<file path="config.mk">
export PLATFORM = sky130hd
export DESIGN_NAME = gticc_rxcnt_check
export DESIGN_NICKNAME = d
export VERILOG_FILES = /design/src/rtl/gticc_rxcnt_check.sv
export SDC_FILE = /design/constraint.sdc
export NUM_CORES = 1
export LEC_CHECK = 0
export BUFFER_PORTS_ARGS = -buffer_cell sky130_fd_sc_hd__buf_2
export CORE_MARGIN = 4
export CORE_UTILIZATION = 50
export DETAILED_ROUTE_END_ITERATION = 10
export PLACE_DENSITY_LB_ADDON = 0.12
export SLEW_MARGIN = 20
export SYNTH_ARGS = -nofsm -noshare
export SYNTH_HDL_FRONTEND = slang
export SYNTH_SLANG_ARGS = --single-unit
</file>
<file path="constraint.sdc">
create_clock -name rxusrclk -period 2.6 [get_ports rxusrclk]
set_input_delay 0.13 -clock rxusrclk [delete_from_list [all_inputs] [get_ports rxusrclk]]
set_output_delay 0.13 -clock rxusrclk [all_outputs]
set_load 0.05 [all_outputs]
</file>
<file path="src/rtl/gticc_rxcnt_check.sv">
// Receive-side counter-pattern checker: locks onto an incrementing word stream,
// counts word errors while locked, detects loss of lock and reports word deltas.
module gticc_rxcnt_check #(
  parameter int DWIDTH   = 32,
  parameter int LOCK_CNT = 8,
  parameter int LOSS_CNT = 4,
  parameter int ERRW     = 32
) (
  input  logic                  rxusrclk,
  input  logic                  reset,
  input  logic                  rxvalid,
  input  logic [DWIDTH-1:0]     rxdata,
  input  logic [DWIDTH/8-1:0]   rxcharisk,
  input  logic                  clear,
  output logic                  locked,
  output logic                  err_pulse,
  output logic [ERRW-1:0]       err_cnt,
  output logic [ERRW-1:0]       word_cnt,
  output logic [DWIDTH-1:0]     diff
);
  localparam int GW = $clog2(LOCK_CNT + 1);
  localparam int BW = $clog2(LOSS_CNT + 1);

  typedef enum logic [1:0] {S_IDLE, S_SEEK, S_LOCKED} state_t;

  state_t            r_state;
  logic [DWIDTH-1:0] r_expected;
  logic [DWIDTH-1:0] r_prev;
  logic [GW-1:0]     r_good;
  logic [BW-1:0]     r_bad;

  logic              w_skip;
  logic              w_match;
  logic [DWIDTH-1:0] w_seed;
  logic [DWIDTH-1:0] w_next;

  assign w_skip  = |rxcharisk;
  assign w_match = (rxdata == r_expected);
  assign w_seed  = rxdata + DWIDTH'(1);
  assign w_next  = r_expected + DWIDTH'(1);

  always_ff @(posedge rxusrclk) begin
    if (reset) begin
      r_state    <= S_IDLE;
      r_expected <= '0;
      r_prev     <= '0;
      r_good     <= '0;
      r_bad      <= '0;
      locked     <= 1'b0;
      err_pulse  <= 1'b0;
      err_cnt    <= '0;
      word_cnt   <= '0;
      diff       <= '0;
    end else begin
      err_pulse <= 1'b0;
      if (rxvalid) begin
        diff   <= rxdata - r_prev;
        r_prev <= rxdata;
      end
      if (!rxvalid) begin
        r_state <= S_IDLE;
        locked  <= 1'b0;
      end else begin
        case (r_state)
          S_IDLE: begin
            r_expected <= w_seed;
            r_good     <= '0;
            r_state    <= S_SEEK;
          end
          S_SEEK: begin
            if (!w_skip && !w_match) begin
              r_good     <= '0;
              r_expected <= w_seed;
            end else begin
              r_expected <= w_next;
              if (!w_skip) begin
                if (r_good == GW'(LOCK_CNT - 1)) begin
                  r_state <= S_LOCKED;
                  locked  <= 1'b1;
                  r_bad   <= '0;
                  r_good  <= '0;
                end else begin
                  r_good <= r_good + GW'(1);
                end
              end
            end
          end
          S_LOCKED: begin
            if (w_skip) begin
              r_expected <= w_next;
            end else begin
              if (!(&word_cnt)) word_cnt <= word_cnt + ERRW'(1);
              if (w_match) begin
                r_bad      <= '0;
                r_expected <= w_next;
              end else begin
                err_pulse <= 1'b1;
                if (!(&err_cnt)) err_cnt <= err_cnt + ERRW'(1);
                // Loss of lock re-seeds from the offending word; otherwise keep
                // free-running so an isolated corrupt word costs one error.
                if (r_bad == BW'(LOSS_CNT - 1)) begin
                  r_state    <= S_SEEK;
                  locked     <= 1'b0;
                  r_good     <= '0;
                  r_bad      <= '0;
                  r_expected <= w_seed;
                end else begin
                  r_bad      <= r_bad + BW'(1);
                  r_expected <= w_next;
                end
              end
            end
          end
          default: r_state <= S_IDLE;
        endcase
      end
      // Later assignment overrides any same-cycle increment.
      if (clear) begin
        err_cnt  <= '0;
        word_cnt <= '0;
      end
    end
  end
endmodule

</file>
After elaboration in Yosys (flattened, before gate mapping)
Cells that the tools add are included.

Register bits: 171. Bits in latches: 0. Memory bits (writable): 0. Bits in read-only memories: 0. Output and inout port bits: 98. Memories kept: 0.

Add/sub/neg operators: 7. Multiply operators: 0. Divide/modulo/power cells: 0. Order comparisons: 0. Equal/unequal tests: 12. Shift operators: 0. Mux-type cells: 34. Bitwise operators: 6. Reductions and logical operators: 19.

Operators with widths (count): 32-bit by 1-bit adder with 32-bit output, second input constant (4); 32-bit 2-to-1 mux (4); 32-bit one-hot mux with 3 select lines (1); 32-bit AND reduction (2); 32-bit == test (1); 32-bit subtractor (1); 4-bit 2-to-1 mux (6); 3-bit 2-to-1 mux (6); 6-bit AND reduction (3); 2-bit 2-to-1 mux (6); 2-bit != test, second input constant (6); 4-bit one-hot mux with 3 select lines (1); 1-bit 2-to-1 mux (7); 7-bit AND reduction (1); 7-bit OR reduction (1); 1-bit inverter (6); 2-bit one-hot mux with 3 select lines (1); 3-bit one-hot mux with 2 select lines (1); 5-bit AND reduction (1); 4-bit by 1-bit adder with 4-bit output, second input constant (1); 4-bit by 3-bit == test with 1-bit output, second input constant (1); 4-bit AND reduction (1); 2-bit OR reduction (2); 4-bit OR reduction (1); other kinds (12) (13).

Logic depth before layout (Yosys ltp)
Depth after elaboration: 5. Depth in mapped cells: 11.

Worst setup path after synthesis
No wires, ideal clock.

Path type: register to register. Start: register word_cnt[8]. End: register word_cnt[25]. Setup time: 0.128 ns. Arrival time: 2.590 ns. Slack: -0.118 ns. Stages on the path, launching flop included: 9. Path buffers: 0. Clock period less this slack: 2.718 ns. Path through: dfxtp_1 > and4_1 > nand4_1 > or4_1 > o2111a_1 > nor2b_1 > nand4_1 > xor2_1 > nor2_1.

Cells in the longest elaborated chain, start to end: 3.

RTL lines: from (decl) (RTL line 18) `output logic [ERRW-1:0] word_cnt,`; from (signal assigned) (RTL line 92) `if (!(&word_cnt)) word_cnt <= word_cnt + ERRW'(1);`; branches (longest 3 deep; another with 32-bit by 1-bit adder with 32-bit output).

Several ways; the timed one is not identified. A chain may end at the register's enable or synchronous reset.

Final worst setup path
Start: register r_prev[0]. End: register diff[12].

Cells in the longest elaborated chain, start to end: 1.

RTL lines: from (decl) (RTL line 28) `logic [DWIDTH-1:0] r_prev;`; from (signal assigned) (RTL line 58) `r_prev <= rxdata;`; 32-bit subtractor (RTL line 57) `diff <= rxdata - r_prev;`; to (signal assigned) (RTL line 57); to (decl) (RTL line 19) `output logic [DWIDTH-1:0] diff`.

Every way passes these cells.

==> results.md <==
- Outcome: completed
- FP Rows: between 50 and 60
- Num ports: 138
- Initial antenna violation count: 6
- Fin util: 0.6276
- Synth Register Bits: around 170
- Final HPWL DP: approximately 22,000 um
- Maximum clock frequency: 395.9 MHz
- Async S/R FF share, synth: 0
- Total Wirelength: 29,770 um
- Wire per inst: ~17 um
- Mapped Cells: 1,311
- Cell Count, Final, Fillers Out: 1,784
- Initial Util: 0.5125
- Critical R2R Launch: r_prev[0]
- Vias in the first global route: 9,572
- Multi-input gate area: 6749 um2
- Final setup TNS: 0 ns
- Worst skew pair latency: between 0.4 and 0.5 ns
- DRT iter0 DRCs: roughly 590
- Post-Syn Area per Cell: ~8.0 um2
- Worst rel slew slack: 0.5515
- DRC: 0
- Drt first pass iters: 7
- Routed vias/inst: ~5.7
- Root buf cell: clkbuf_16
- Post-synthesis instance area: 10,470 um2
- CTS tree: done
- # setup viols final: 0
- Area grow syn2layout: 22.47%
- Reg2Reg Setup Slack: roughly 0.074 ns
- FF+latch area: roughly 3400 um2
- Register area share after synthesis: 0.3270
- Fin. Hold Viols: 0
- Post-Place Setup Slack: -0.08064 ns
- Largest net degree at the start of global routing: 65
- H-tree depth: 4
- GPL Wtd Cong: between 0.8 and 0.9
- Die Height: roughly 150 um
- P_leak: roughly 5.2 nW
- Cell area after layout: between 10,000 and 15,000 um2
- Max Buffers Root-to-Sink: 2
- Fin crit period: ~2.5 ns
- Max-slew violations: 0
- Die Area: around 23,000 um2
- Max FO, Critical Path: 3
- Worst setup margin: about 0.074 ns
- Placed Area: about 12,000 um2
- Max-Cap Viols: 0
- Crit path DAT: between 2 and 3 ns
- Critical path required time: between 2 and 3 ns
- Critical path endpoint category: flip-flop
- Cell Pwr Density: 542.6 nW/um2
- Placed insts: approximately 1,700
- First-pass GRT wire length: 47,420 um
- Slew @ Worst Pin: between 0.6 and 0.7 ns
- Grt total ovfl: 0
- Syn_nets: 1,393
- Routed via count: 10,208
- Final net count: roughly 1,600
- Critical hold path startpoint: rxdata[19]
- Detail Route Antenna Nets: 0
- Die X: between 150 and 200 um
- Fillers: ~1,800
- Hold buffers post-CTS: 0
- Period utilization: 0.9715
- Num CTS Buffers: 17
- Reg clk slew, reported paths: approximately 0.070 ns
- RSZ-0062 raised after global routing: true
- HP Class: in2reg
- Worst Setup SP: r_prev[0]
- Synth Flop Type: dfxtp_1
- Global Route Usage Sum: 0.2447
- Setup CP Type: reg2reg
- Post-synth EDFFs: 0
- Number of synthesis warnings: 0
- CTS sink cnt: 171
- Core Area: about 20,000 um2
- Yosys cell types: just under 80
- Post-Route Skew: around 0.011 ns
- VDD IR max: about 440 uV
- Port Buffer Count: around 140
- Share of cells above drive strength 1: 0.2250
- CP Launch Type: flip-flop
what timing repair did:
item / in CTS / in global routing
buffers inserted: 0 / 4
gates resized for setup: 6 / 51
pin swaps: 1 / 22
setup endpoints to repair: 7 / 46
metrics by stage:
stage / total power [mW] / hold WS (ns)
final: 6.957 / 0.04670
after global routing: 7.276 / 0.05432
after CTS: 6.920 / 0.03124
after detailed placement: 4.400 / 0.4621
after global placement: 4.389 / 0.4496
after floorplan: 3.914 / 0.2772
synth_stat cells (3+ instances only):
cell type | instances | share of area
or2_2 | 5 | 0.0030
xnor2_1 | 50 | 0.042
nand4_1 | 21 | 0.013
o32a_1 | 4 | 0.0038
nand3_1 | 62 | 0.030
a22oi_1 | 4 | 0.0029
and2_1 | 11 | 0.0066
a221oi_1 | 6 | 0.0050
a41oi_1 | 4 | 0.0033
or4_1 | 5 | 0.0036
nand2_1 | 97 | 0.035
clkbuf_1 | 44 | 0.016
nor2_1 | 157 | 0.056
inv_1 | 68 | 0.024
buf_2 | 9 | 0.0043
nor4_2 | 3 | 0.0036
or3_1 | 25 | 0.015
a21oi_1 | 82 | 0.039
a21o_1 | 8 | 0.0057
nor3_1 | 45 | 0.022
a211o_1 | 5 | 0.0042
nand2b_1 | 12 | 0.0072
a31oi_1 | 12 | 0.0072
o22ai_1 | 8 | 0.0048
o311ai_0 | 5 | 0.0042
o21a_1 | 10 | 0.0072
o211ai_1 | 6 | 0.0043
a32oi_1 | 3 | 0.0025
and3_1 | 21 | 0.013
a211oi_1 | 8 | 0.0057
mux2i_1 | 49 | 0.047
o32ai_1 | 13 | 0.011
dfxtp_1 | 171 | 0.33
nor4_1 | 25 | 0.015
xor2_1 | 77 | 0.064
ha_1 | 41 | 0.049
nor2b_1 | 9 | 0.0054
buf_1 | 4 | 0.0014
and4_1 | 11 | 0.0092
o21ai_1 | 4 | 0.0019
o21ai_0 | 54 | 0.026
critical path, cell delays in order, from the launching register on:
cell	delay [ns]
dfxtp_2	0.34
ha_4	0.17
fa_2	0.40
nor2b_2	0.15
o31a_1	0.23
o21a_1	0.19
o21ai_2	0.07
a21oi_1	0.13
o221ai_1	0.14
mux2_2	0.29
a311o_1	0.31
per-layer routing:
layer	global-route usage	part of all wire	up-vias
li1	-	-	5056
met1	0.3024	0.42	4767
met2	0.4183	0.48	314
met3	0.05567	0.066	65
met4	0.08910	0.029	6
met5	0	0.0015	-
final cells by class:
type                       instances  share of cell area
clock inverter                    14             0.01093
sequential                       171              0.2684
timing repair buffer             230              0.1132
tap                              270             0.02635
clock buffer                      18             0.03425
multi-input combinational       1010              0.5263
antenna                            3           0.0005855
inverter                          68             0.01991
kinds of logic (layout without fill, tap and decap cells):
family	after synthesis	count (layout)	synth area share
simple gates	529	529	0.2553
compound gates	259	259	0.1594
flops	171	171	0.3270
buf+inv	130	330	0.05007
xor+xnor	127	127	0.1062
mux	53	53	0.05115
fa+ha+maj	42	42	0.05091
other cells	0	3	0
where the power goes:
group          switching [mW]  internal [mW]  total (mW)
clock network            1.16           1.36        2.52
registers              0.0990           2.75        2.85
logic                   0.988          0.597        1.58
layout by cell type, fill, tap and decap left out, types with 6 or more instances in the layout:
cell	count
nand4_1	21
dfxtp_2	15
a21o_1	8
buf_4	90
a21oi_1	77
inv_1	68
buf_2	135
dfxtp_1	156
nor3_1	42
nand3_1	61
nor4_2	11
and4_1	11
o32ai_1	13
mux2i_1	49
and2_1	11
ha_1	38
or3_1	25
a31oi_1	12
xor2_1	74
nand2b_1	12
o22ai_1	8
o21ai_0	49
clkbuf_16	17
nor2_1	157
xnor2_1	50
nor2b_1	8
o211ai_1	6
o21a_1	10
o21ai_1	6
nor4_1	17
and3_1	21
nand2_1	97
registers in the layout, summed over array words and instances, names as in the netlist:
register	cells
locked	1
r_bad	3
r_prev	32
err_cnt	32
word_cnt	32
r_expected	32
diff	32
r_good	4
err_pulse	1
r_state	2
final timing paths:
kind | endpoint | cells past startpoint
max | diff[12] | 10
min | r_prev[19] | 3
max reg2reg | diff[12] | 10
min reg2reg | r_bad[2] | 1
(Power assumes the default switching activity.)
